<file path="config.mk">
export PLATFORM = sky130hd
export DESIGN_NAME = mem_arbiter_flat
export DESIGN_NICKNAME = d
export VERILOG_FILES = /design/src/rtl/mem_arbiter_pkg.sv /design/src/rtl/mem_arbiter_if.sv /design/src/rtl/mem_arbiter.sv /design/src/flat_wrapper.sv
export SDC_FILE = /design/constraint.sdc
export NUM_CORES = 1
export LEC_CHECK = 0
export CAP_MARGIN = 20
export CORE_AREA = 2 2 127 129
export DETAILED_ROUTE_END_ITERATION = 6
export DIE_AREA = 0 0 129 131
export PLACE_DENSITY = 0.71
export SETUP_SLACK_MARGIN = 0.3
export SYNTH_ARGS = -nofsm -noshare
export SYNTH_HDL_FRONTEND = slang
export SYNTH_SLANG_ARGS = --single-unit
</file>
<file path="constraint.sdc">
create_clock -name CLK -period 2.8 [get_ports CLK]
set_input_delay 0.84 -clock CLK [delete_from_list [all_inputs] [get_ports CLK]]
set_output_delay 0.84 -clock CLK [all_outputs]
set_load 0.05 [all_outputs]
</file>
<file path="src/rtl/mem_arbiter_pkg.sv">
// rtl/mem_arbiter_pkg.sv - shared types for the cache-to-RAM arbiter
package mem_arbiter_pkg;

    typedef logic [31:0] word_t;

    typedef enum logic [1:0] {
        FREE   = 2'd0,
        BUSY   = 2'd1,
        ACCESS = 2'd2,
        ERROR  = 2'd3
    } ramstate_t;

    typedef enum logic [1:0] {
        IDLE = 2'd0,
        IGNT = 2'd1,
        DGNT = 2'd2
    } arb_state_t;

endpackage

</file>
<file path="src/rtl/mem_arbiter_if.sv">
// rtl/mem_arbiter_if.sv - icache/dcache request ports and the single RAM port
interface mem_arbiter_if;
    import mem_arbiter_pkg::*;

    logic      iREN;
    word_t     iaddr;
    logic      iwait;
    word_t     iload;

    logic      dREN;
    logic      dWEN;
    word_t     daddr;
    word_t     dstore;
    logic      dwait;
    word_t     dload;

    logic      ramREN;
    logic      ramWEN;
    word_t     ramaddr;
    word_t     ramstore;
    word_t     ramload;
    ramstate_t ramstate;

    // Caches and RAM side
    modport master (
        output iREN, iaddr, dREN, dWEN, daddr, dstore, ramload, ramstate,
        input  iwait, iload, dwait, dload, ramREN, ramWEN, ramaddr, ramstore
    );

    // Arbiter side
    modport slave (
        input  iREN, iaddr, dREN, dWEN, daddr, dstore, ramload, ramstate,
        output iwait, iload, dwait, dload, ramREN, ramWEN, ramaddr, ramstore
    );

endinterface

</file>
<file path="src/rtl/mem_arbiter.sv">
// rtl/mem_arbiter.sv - arbitrates icache/dcache word requests onto one RAM port
module mem_arbiter
    import mem_arbiter_pkg::*;
#(
    parameter int STARVE_LIMIT = 4
) (
    input  logic          CLK,
    input  logic          nRST,
    mem_arbiter_if.slave  bus,
    output word_t         ibeats,
    output word_t         dbeats
);

    localparam int SW = $clog2(STARVE_LIMIT + 1);
    localparam logic [SW-1:0] STARVE_MAX = SW'(STARVE_LIMIT);

    arb_state_t    state, next_state;
    logic          lock;
    logic [SW-1:0] starve;

    logic d_req;
    logic i_done;
    logic d_done;

    assign d_req  = bus.dREN | bus.dWEN;
    assign i_done = (state == IGNT) && bus.iREN && (bus.ramstate == ACCESS);
    assign d_done = (state == DGNT) && d_req && (bus.ramstate == ACCESS);

    always_ff @(posedge CLK or negedge nRST) begin
        if (!nRST) begin
            state  <= IDLE;
            lock   <= 1'b0;
            starve <= '0;
            ibeats <= '0;
            dbeats <= '0;
        end else begin
            state <= next_state;

            // First word of a block arms the lock; second word or withdrawal releases it
            if (d_done)
                lock <= ~bus.daddr[2] & ~lock;
            else if ((state == DGNT) && !d_req)
                lock <= 1'b0;

            if (!bus.iREN)
                starve <= '0;
            else if ((state == IDLE) && (next_state == IGNT))
                starve <= '0;
            else if ((state == IDLE) && (next_state == DGNT) && (starve != STARVE_MAX))
                starve <= starve + 1'b1;

            ibeats <= ibeats + 32'(i_done);
            dbeats <= dbeats + 32'(d_done);
        end
    end

    always_comb begin
        next_state = state;
        case (state)
            IDLE: begin
                if (bus.iREN && ((starve == STARVE_MAX) || !d_req))
                    next_state = IGNT;
                else if (d_req)
                    next_state = DGNT;
            end
            IGNT: begin
                if (!bus.iREN || i_done)
                    next_state = IDLE;
            end
            DGNT: begin
                if (!d_req)
                    next_state = IDLE;
                else if (d_done && (bus.daddr[2] || lock))
                    next_state = IDLE;
            end
            default: next_state = IDLE;
        endcase
    end

    always_comb begin
        bus.iwait    = 1'b1;
        bus.iload    = '0;
        bus.dwait    = 1'b1;
        bus.dload    = '0;
        bus.ramREN   = 1'b0;
        bus.ramWEN   = 1'b0;
        bus.ramaddr  = '0;
        bus.ramstore = '0;
        case (state)
            IGNT: begin
                bus.ramREN  = bus.iREN;
                bus.ramaddr = bus.iaddr;
                if (i_done) begin
                    bus.iwait = 1'b0;
                    bus.iload = bus.ramload;
                end
            end
            DGNT: begin
                bus.ramaddr  = bus.daddr;
                bus.ramstore = bus.dstore;
                bus.ramWEN   = bus.dWEN;
                bus.ramREN   = bus.dREN & ~bus.dWEN;
                if (d_done) begin
                    bus.dwait = 1'b0;
                    bus.dload = bus.ramload;
                end
            end
            default: ;
        endcase
    end

endmodule

</file>
<file path="src/flat_wrapper.sv">
// flat-port wrapper written by rule: the top's interface ports become plain ports
module mem_arbiter_flat import mem_arbiter_pkg::*;
#(
    parameter int STARVE_LIMIT = 4
)
  (CLK, nRST, ibeats, dbeats, bus_iREN, bus_iaddr, bus_dREN, bus_dWEN, bus_daddr, bus_dstore, bus_ramload, bus_ramstate, bus_iwait, bus_iload, bus_dwait, bus_dload, bus_ramREN, bus_ramWEN, bus_ramaddr, bus_ramstore);
  mem_arbiter_if bus_i ();
  input  logic CLK;
  input  logic nRST;
  output word_t ibeats;
  output word_t dbeats;
  input wire logic [$bits(bus_i.iREN)-1:0] bus_iREN;
  input wire logic [$bits(bus_i.iaddr)-1:0] bus_iaddr;
  input wire logic [$bits(bus_i.dREN)-1:0] bus_dREN;
  input wire logic [$bits(bus_i.dWEN)-1:0] bus_dWEN;
  input wire logic [$bits(bus_i.daddr)-1:0] bus_daddr;
  input wire logic [$bits(bus_i.dstore)-1:0] bus_dstore;
  input wire logic [$bits(bus_i.ramload)-1:0] bus_ramload;
  input wire logic [$bits(bus_i.ramstate)-1:0] bus_ramstate;
  output wire logic [$bits(bus_i.iwait)-1:0] bus_iwait;
  output wire logic [$bits(bus_i.iload)-1:0] bus_iload;
  output wire logic [$bits(bus_i.dwait)-1:0] bus_dwait;
  output wire logic [$bits(bus_i.dload)-1:0] bus_dload;
  output wire logic [$bits(bus_i.ramREN)-1:0] bus_ramREN;
  output wire logic [$bits(bus_i.ramWEN)-1:0] bus_ramWEN;
  output wire logic [$bits(bus_i.ramaddr)-1:0] bus_ramaddr;
  output wire logic [$bits(bus_i.ramstore)-1:0] bus_ramstore;
  assign bus_i.iREN = bus_iREN;
  assign bus_i.iaddr = bus_iaddr;
  assign bus_i.dREN = bus_dREN;
  assign bus_i.dWEN = bus_dWEN;
  assign bus_i.daddr = bus_daddr;
  assign bus_i.dstore = bus_dstore;
  assign bus_i.ramload = bus_ramload;
  assign bus_i.ramstate = bus_ramstate;
  assign bus_iwait = bus_i.iwait;
  assign bus_iload = bus_i.iload;
  assign bus_dwait = bus_i.dwait;
  assign bus_dload = bus_i.dload;
  assign bus_ramREN = bus_i.ramREN;
  assign bus_ramWEN = bus_i.ramWEN;
  assign bus_ramaddr = bus_i.ramaddr;
  assign bus_ramstore = bus_i.ramstore;
  mem_arbiter #(.STARVE_LIMIT(STARVE_LIMIT)) u_core (.CLK(CLK), .nRST(nRST), .bus(bus_i), .ibeats(ibeats), .dbeats(dbeats));
endmodule
</file>
[Word level (Yosys, flattened, before mapping)]
Cells that the tools add are included.
Operators by class
  multipliers: 0
  bitwise logic cells: 6
  add/sub/neg operators: 3
  mux-type cells: 23
  divide/modulo/power cells: 0
  shift operators: 0
  eq/ne operators: 8
  reductions and logical operators: 17
  magnitude comparators: 0
Operators by type and width (count)
  2-to-1 mux 32 bit: 5
  adder 32 x 1 -> 32 bit: 2
  case mux 32 bit (2 select lines): 1
  logical AND 1 bit: 10
  2-to-1 mux 2 bit: 5
  2-to-1 mux 3 bit: 3
  2-to-1 mux 1 bit: 7
  equality test 2 bit, second input constant: 3
  case mux 2 bit (3 select lines): 1
  equality test 2 x 1 -> 1 bit, second input constant: 2
  adder 3 x 1 -> 3 bit, second input constant: 1
  equality test 3 bit, second input constant: 1
  logical OR 1 bit: 3
  != test 3 x 1 -> 1 bit, second input constant: 1
  != test 3 bit, second input constant: 1
  inverter 1 bit: 3
  AND 1 bit: 2
  logical NOT 1 bit: 2
  logical NOT 2 bit: 1
  case mux 1 bit (2 select lines): 1
  nonzero test 2 bit: 1
  OR 1 bit: 1
Storage, ports and cells
  memories: 0
  flip-flop bits (word level): 70
  bits in writable memories: 0
  output and inout port bits: 196
  input bits: 135
  bits in latches: 0
  bits in read-only memories: 0

[Longest topological paths before layout]
Gate-level depths: netlist (run 1).
  depth after elaboration: 13
  depth in mapped cells: 14
  mapped depth without buffers: 10

[Worst setup path after synthesis (run 1)]
OpenSTA, ideal clock, no wires.
  path kind: in2reg
  start point: input port bus_ramstate[0]
  end point: register u_core.ibeats[16]
  stages on the path: 12
  library setup time: 141 ps
  setup slack: -215 ps
  required time: 2659 ps
  arrival: 2875 ps
  cell sequence: nand2b_1 -> buf_2 -> nor2_1 -> clkbuf_1 -> ha_1 -> ha_1 -> and3_1 -> buf_2 -> and4_1 -> buf_4 -> nand4_1 -> xnor2_1
Between the ends
  cells in the longest elaborated chain, start to end: 3
Ends and longest elaborated chain
  from (decl): line flat_wrapper.sv:19  | input wire logic [$bits(bus_i.ramstate)-1:0] bus_ramstate;
  equality test 2 bit: line mem_arbiter.sv:26  | assign i_done = (state == IGNT) && bus.iREN && (bus.ramstate == ACCESS);
  logical AND 1 bit: line mem_arbiter.sv:26
  adder 32 x 1 -> 32 bit: line mem_arbiter.sv:52  | ibeats <= ibeats + 32'(i_done);
  to (signal assigned): line mem_arbiter.sv:52
  to (decl): line mem_arbiter.sv:10  | output word_t ibeats,
Every way passes these cells.
A chain may end at the register's enable or synchronous reset.

[Final worst setup path (run 1)]
  start point: input port bus_ramstate[0]
  end point: output port bus_iload[4]
Between the ends
  cells in the longest elaborated chain, start to end: 4
Ends and longest elaborated chain
  equality test 2 bit: line mem_arbiter.sv:26
  logical AND 1 bit: line mem_arbiter.sv:26
  2-to-1 mux 32 bit: line mem_arbiter.sv:93  | if (i_done) begin
  2-to-1 mux 32 bit: line mem_arbiter.sv:89  | case (state)
  to (decl): line flat_wrapper.sv:21  | output wire logic [$bits(bus_i.iload)-1:0] bus_iload;
Every way passes these cells.

==> run_results.csv, run 1 <==
group,metric,value,unit
timing,setup_viol_count_final,0,
floorplan,core_area,15600,um^2
floorplan,dieArea,16900,um^2
worst_hold_path,holdCritStartpoint,"u_core.dbeats[31]",
placement,globalplace.congestion,0.908,
timing,setup_tns,0,ns
setup_path,cp_num_cells,9,
logic_synthesis,synth_top_family_by_area,"simple AND/OR/NAND/NOR gates",
logic_synthesis,synth-xor-area-share,0.118,
clocking,cts.sinks,70,
floorplan,die_w,129,um
timing,relSlewSlack,0.624,
grt,antenna_found_initial,0,
logic_synthesis,syn_avg_cell_area,9.29,um^2
clocking,clk_pin_slew,0.05,ns
setup_path,crit-reg2reg-launch,"u_core.state[1]",
clocking,htree_num_levels,3,
power_and_ir_drop,pwr_density_cell,680,nW/um^2
logic_synthesis,synth_compound_area_frac,0.0891,
placement,io_buffers,330,
final_layout,register_area,1750,um^2
final_layout,final_design_area_no_fill,11200,um^2
setup_path,worstSetupStartpoint,"bus_ramstate[0]",
clocking,cts_buffer_depth,2,
final_layout,final_core_util,0.721,
placement,dp_hpwl,15200,um
grt,grt_pass1_vias,5217,
logic_synthesis,synth-simple-area-share,0.334,
power_and_ir_drop,fin_total_pwr,7.64,mW
logic_synthesis,yosys_warnings,0,
floorplan,start_util,0.285,
setup_path,critPathRequiredTime,1.96,ns
power_and_ir_drop,p_sw_frac,0.416,
power_and_ir_drop,p_int,4.47,mW
timing,rsz0062_at_grt,"yes",
final_layout,num_antenna_cells,0,
clocking,cts_made_buffers,9,
logic_synthesis,yosysSeqAreaShare,0.394,
timing,clock-skew-final,0.00585,ns
route,vias_per_cell,4.75,
final_layout,fin_nets,1001,
final_layout,fillers,1039,
setup_path,critPathTopFamily,"buffers and inverters",
route,drt-pass1-iter-count,4,
timing,period_minus_slack,2.77,ns
setup_path,cpMostUsedCell,"buf_6",
grt,grt_pass1_wl,30400,um
placement,dpl-instance-area,9940,um^2
timing,finalHoldViolCount,0,
grt,grt_max_degree,71,
logic_synthesis,syn_nets,624,
route,num_vias,5113,
setup_path,endpoint_kind,"output pin",
logic_synthesis,ys_seq_elements,70,
clocking,clk_latency,0.33,ns
timing,finalMaxSlewViolations,0,
route,route.final.wire_length,20900,um
setup_path,worst_setup_path_start_kind,"primary input",
route,drt_iter0_markers,265,
setup_path,slowest_stage,"and2_4",
floorplan,ios,331,
setup_path,slowest_delay,0.15,ns
power_and_ir_drop,power.share.combinational,0.706,
logic_synthesis,netlist-cell-type-count,41,
logic_synthesis,synth_top_flop_cell,"dfrtp_1",
logic_synthesis,synthAdderAreaFrac,0.0281,
clocking,root_buffer,"clkbuf_16",
run,max-cap-violations,0,
clocking,cts_hold_buf,0,
grt,grtUsageTotal,0.237,
power_and_ir_drop,leakagePower,4.89,nW
setup_path,path_buf_inv,6,
logic_synthesis,netlist_instances,479,
setup_path,critPathKind,"primary input to output pin",
logic_synthesis,ys_async_sr_fraction,1.00,
logic_synthesis,synthMuxAreaShare,0.00225,
final_layout,drive_gt1_frac,0.481,
worst_hold_path,hold_depth,1,
logic_synthesis,syn-cell-area,4450,um^2
floorplan,fp.dieH,131,um
timing,post-route-period-util,0.988,
floorplan,core.rowCount,46,
power_and_ir_drop,p_switching,3.18,mW
grt,overflow,0,
run_status,outcome,"finished, final reports clean",
timing,fmax,0.362,GHz
final_layout,synthToLayoutAreaGrowth,153,%
route,drc,0,
power_and_ir_drop,peakVddDrop,0.625,mV
setup_path,reg2regPathDepth,15,
final_layout,multiInputGateArea,3320,um^2
route,detail-route-antenna-nets,0,
setup_path,crit_arrival,1.93,ns
power_and_ir_drop,clkPwrFrac,0.142,
timing,tightest_slew,0.562,ns
worst_hold_path,min_path_type,"register to register",
power_and_ir_drop,seqPwrFrac,0.153,
logic_synthesis,synth_edf_count,0,
setup_path,crit_path_cell_trace,"buf_6, nand2b_4, buf_6, nor2_4, buf_6, buf_12, clkbuf_16, and2_4, buf_12",
route,post_drt_wl_per_cell,19.4,um
clocking,cts_tree,"done",
setup_path,cp_max_fo,5,
[logic make-up (layout without fill, tap and decap cells)]
group / count (synthesis) / in the layout
and+or+nand+nor: 251 / 251
DFF: 70 / 70
xor gates and xnor gates: 60 / 60
AOI/OAI and AO/OA: 50 / 50
buffers and inverters: 37 / 419
adders and majority gates: 10 / 10
muxes: 1 / 1
[metal layers]
layer / vias up / GRT usage / share of wire
met5: - / 0 / 0
met4: 0 / 0.0614 / 0.017
met3: 26 / 0.0501 / 0.057
met2: 202 / 0.447 / 0.56
met1: 2481 / 0.272 / 0.36
li1: 2404 / - / -
[cell usage after synthesis, types with 2 or more instances]
library cell | count | area [um^2]
xor2_1 | 13 | 114
o21ai_0 | 2 | 10.0
nand2b_1 | 2 | 12.5
and2_1 | 99 | 619
buf_4 | 2 | 15.0
clkbuf_1 | 20 | 75.1
nor2b_1 | 32 | 200
nor3_1 | 5 | 25.0
dfrtp_1 | 70 | 1750
nand4_1 | 19 | 119
buf_2 | 5 | 25.0
nand3_1 | 24 | 120
nor3_2 | 3 | 30.0
nor2_1 | 11 | 41.3
ha_1 | 10 | 125
o22ai_1 | 3 | 18.8
nand2_1 | 28 | 105
and4_1 | 8 | 70.1
inv_1 | 10 | 37.5
xnor2_1 | 47 | 412
a31oi_1 | 2 | 12.5
and3_1 | 12 | 75.1
o21ai_1 | 2 | 10.0
a22oi_1 | 33 | 248
[layout by cell type (no fill, tap or decap), types with 7 or more instances in the layout]
| cell type | n |
|---|---|
| xor2_1 | 13 |
| ha_4 | 7 |
| and2_2 | 30 |
| nor2b_4 | 28 |
| nand4_1 | 19 |
| buf_4 | 27 |
| clkbuf_16 | 13 |
| buf_16 | 9 |
| a22oi_2 | 30 |
| and2_4 | 67 |
| buf_6 | 7 |
| buf_12 | 143 |
| nand3_1 | 19 |
| nand2_1 | 22 |
| clkdlybuf4s50_1 | 178 |
| dfrtp_1 | 68 |
| nor2_1 | 9 |
| and3_1 | 10 |
| xnor2_1 | 45 |
| dlymetal6s2s_1 | 12 |
[worst paths after layout]
check	end	slack (ns)
worst max-delay path	bus_iload[4]	0.03
worst min-delay path	u_core.dbeats[31]	0.46
worst max register to register	u_core.ibeats[26]	0.19
worst min register to register	u_core.dbeats[31]	0.46
max in group asynchronous	u_core.state[0]	1.94
min in group asynchronous	u_core.ibeats[22]	0.53
[flip-flops by register name, indices dropped and copies added (netlist names)]
register / flops
u_core.dbeats: 32
u_core.ibeats: 32
u_core.lock: 1
u_core.starve: 3
u_core.state: 2
[final cells by class]
cell class | instances | share of cell area
timing repair buffer | 393 | 0.496
multi-input combinational | 372 | 0.295
sequential | 70 | 0.156
tap | 216 | 0.0240
clock buffer | 15 | 0.0220
inverter | 10 | 0.00423
clock inverter | 1 | 0.00267
[repair_timing]
item	4_1_cts	5_1_grt
resized for setup	103	44
setup endpoints to repair	173	167
endpoints found under the hold margin	0	0
pin swaps	27	12
cloned	11	4
setup buffers	15	7
[power by group through the flow]
stage,clock network (mW),registers (mW),logic (mW)
finish,1.08,1.17,5.39
global placement,0,1.18,4.56
CTS,1.10,1.16,5.15
detailed placement,0,1.18,4.61
global route,1.15,1.18,5.56
floorplan,0,1.30,2.35
[stage by stage]
step                setup WS [ns]  hold WS, ns  instances
global route             -0.00678        0.498       1077
CTS                        0.0325        0.466       1066
finish                     0.0343        0.463       1077
detailed placement         -0.295        0.461       1024
floorplan                   0.143        0.540        479
global placement           -0.304        0.458       1024
No activity file was read; power rests on OpenSTA's default activity.
==> run 2, diff against run 1 <==
--- a/config.mk
+++ b/config.mk
@@ -10,7 +10,7 @@
 export DETAILED_ROUTE_END_ITERATION = 6
 export DIE_AREA = 0 0 129 131
 export PLACE_DENSITY = 0.71
-export SETUP_SLACK_MARGIN = 0.3
+export SETUP_SLACK_MARGIN = 0.05
 export SYNTH_ARGS = -nofsm -noshare
 export SYNTH_HDL_FRONTEND = slang
 export SYNTH_SLANG_ARGS = --single-unit
==> run_results.csv, run 2 (synthesis gave the netlist of run 1 again) <==
group,metric,value,unit
route,drt_iter0_markers,213,
placement,dp_cells,1020,
placement,globalplace.congestion,0.860,
clocking,clk_pin_slew,0.05,ns
route,vias_per_cell,4.74,
timing,relSlewSlack,0.618,
power_and_ir_drop,leakagePower,4.30,nW
route,drt-pass1-iter-count,4,
run,max-cap-violations,0,
grt,antenna_found_initial,0,
final_layout,fillers,1127,
timing,setup_viol_count_final,0,
timing,finalHoldViolCount,0,
clocking,htree_num_levels,3,
setup_path,worst_setup_path_start_kind,"primary input",
timing,clock-skew-final,0.00974,ns
final_layout,final_design_area_no_fill,10300,um^2
placement,dp_hpwl,15400,um
setup_path,endpoint_kind,"output pin",
grt,grtUsageMet1,0.270,
floorplan,die_w,129,um
final_layout,top_regs,"u_core.dbeats: 32 flops, u_core.ibeats: 32 flops, u_core.starve: 3 flops",
grt,grt_pass1_wl,29900,um
clocking,cts_tree,"done",
grt,use_met2,0.420,
grt,grtUsageTotal,0.229,
placement,dpl-instance-area,9550,um^2
timing,finalMaxSlewViolations,0,
clocking,clk_latency,0.33,ns
run_status,outcome,"finished, final reports clean",
route,num_vias,5015,
timing,tightest_slew,0.572,ns
timing,period_minus_slack,2.73,ns
final_layout,drive_gt1_frac,0.374,
worst_hold_path,min_path_type,"register to register",
grt,grt_max_degree,71,
final_layout,fin_nets,983,
clocking,cts_buffer_depth,2,
timing,fmax,0.366,GHz
clocking,cts_made_buffers,9,
floorplan,fp.dieH,131,um
setup_path,reg2regPathDepth,13,
final_layout,num_antenna_cells,0,
worst_hold_path,hold_depth,1,
timing,post-route-period-util,0.977,
route,route.final.wire_length,19600,um
floorplan,core_area,15600,um^2
route,post_drt_wl_per_cell,18.5,um
floorplan,dieArea,16900,um^2
timing,whs,0.461,ns
grt,overflow,0,
power_and_ir_drop,peakVddDrop,0.489,mV
floorplan,core.rowCount,46,
final_layout,synthToLayoutAreaGrowth,132,%
setup_path,critPathKind,"primary input to output pin",
final_layout,instances_no_fill,1059,
clocking,root_buffer,"clkbuf_16",
route,detail-route-antenna-nets,0,
clocking,cts.sinks,70,
setup_path,cp_max_fo,7,
grt,grt_pass1_vias,5351,
floorplan,start_util,0.285,
floorplan,ios,331,
placement,io_buffers,330,
final_layout,most-common-layout-cells,"192 x clkdlybuf4s50_1, 135 x buf_12, 68 x dfrtp_1, 52 x and2_4, 47 x xnor2_1",
setup_path,crit_arrival,1.89,ns
power_and_ir_drop,pwr_density_cell,668,nW/um^2
grt,busiest_layer,"met2",
route,drc,0,
final_layout,final_common_cell,"clkdlybuf4s50_1",
power_and_ir_drop,fin_total_pwr,6.88,mW
setup_path,critPathRequiredTime,1.96,ns
grt,use_met3,0.0611,
timing,rsz0062_at_grt,"yes",
## run 2: worst max-delay path, cell delays in order
cell and delay (ns):
clkdlybuf4s15_1 0.19, o21ai_2 0.23, nor2_4 0.05, buf_12 0.14
buf_8 0.13, and2_4 0.16, buf_12 0.14
## run 2: path summary, 6_finish.rpt
path | start | to | slack (ns)
hold / removal | u_core.dbeats[31] | u_core.dbeats[31] | 0.46
hold reg to reg | u_core.dbeats[31] | u_core.dbeats[31] | 0.46
setup / recovery | bus_dWEN | bus_dload[26] | 0.07
min in group asynchronous | nRST | u_core.dbeats[15] | 0.52
max in group asynchronous | nRST | u_core.state[0] | 1.94
setup reg to reg | u_core.state[0] | u_core.dbeats[22] | 0.28
## run 2: routing by layer
layer | part of all wire | vias to the layer above
met5 | 0 | -
met4 | 0.011 | 0
met3 | 0.066 | 18
met2 | 0.52 | 208
met1 | 0.40 | 2430
li1 | - | 2359
## run 2: through the flow
| stage | setup WS, ns | TNS, ns | util |
|---|---|---|---|
| 3_5_place_dp | -0.369 | -27.24 | 0.613 |
| 6_report | 0.0655 | 0 | 0.661 |
| 5_1_grt | 0.0334 | 0 | 0.661 |
| 2_1_floorplan | 0.00525 | 0 | - |
| 4_1_cts | 0.0188 | 0 | 0.654 |
| 3_3_place_gp | -0.318 | -23.83 | 0.613 |
## run 2: repair_timing
action | 4_1_cts | 5_1_grt
gates resized for setup | 82 | 22
gates cloned | 4 | 1
setup buffers | 15 | 6
hold buffers | 0 | 0
endpoints found under the setup margin | 91 | 79
hold endpoints to repair | 0 | 0
pin swaps | 3 | 6
## run 2: area by class of cell
| class | instances | area [um^2] | share of cell area |
|---|---|---|---|
| clock buffer | 10 | 229 | 0.0222 |
| clock inverter | 6 | 93.8 | 0.00911 |
| inverter | 10 | 37.5 | 0.00364 |
| multi-input combinational | 372 | 2850 | 0.276 |
| sequential | 70 | 1750 | 0.170 |
| tap | 216 | 270 | 0.0262 |
| timing repair buffer | 375 | 5070 | 0.492 |
## run 2: report_power, final
| part | switching, mW | leakage (nW) | internal (mW) |
|---|---|---|---|
| sequential | 0.0680 | 0.953 | 1.08 |
| combinational | 2.40 | 3.19 | 2.11 |
| clock | 0.433 | 0.153 | 0.786 |
==> run 3, diff against run 2 <==
--- a/config.mk
+++ b/config.mk
@@ -5,7 +5,7 @@
 export SDC_FILE = /design/constraint.sdc
 export NUM_CORES = 1
 export LEC_CHECK = 0
-export CAP_MARGIN = 20
+export CAP_MARGIN = 25
 export CORE_AREA = 2 2 127 129
 export DETAILED_ROUTE_END_ITERATION = 6
 export DIE_AREA = 0 0 129 131
==> results of run 3 <==
Final layout, timing and power as in run 2 (identical DEF).
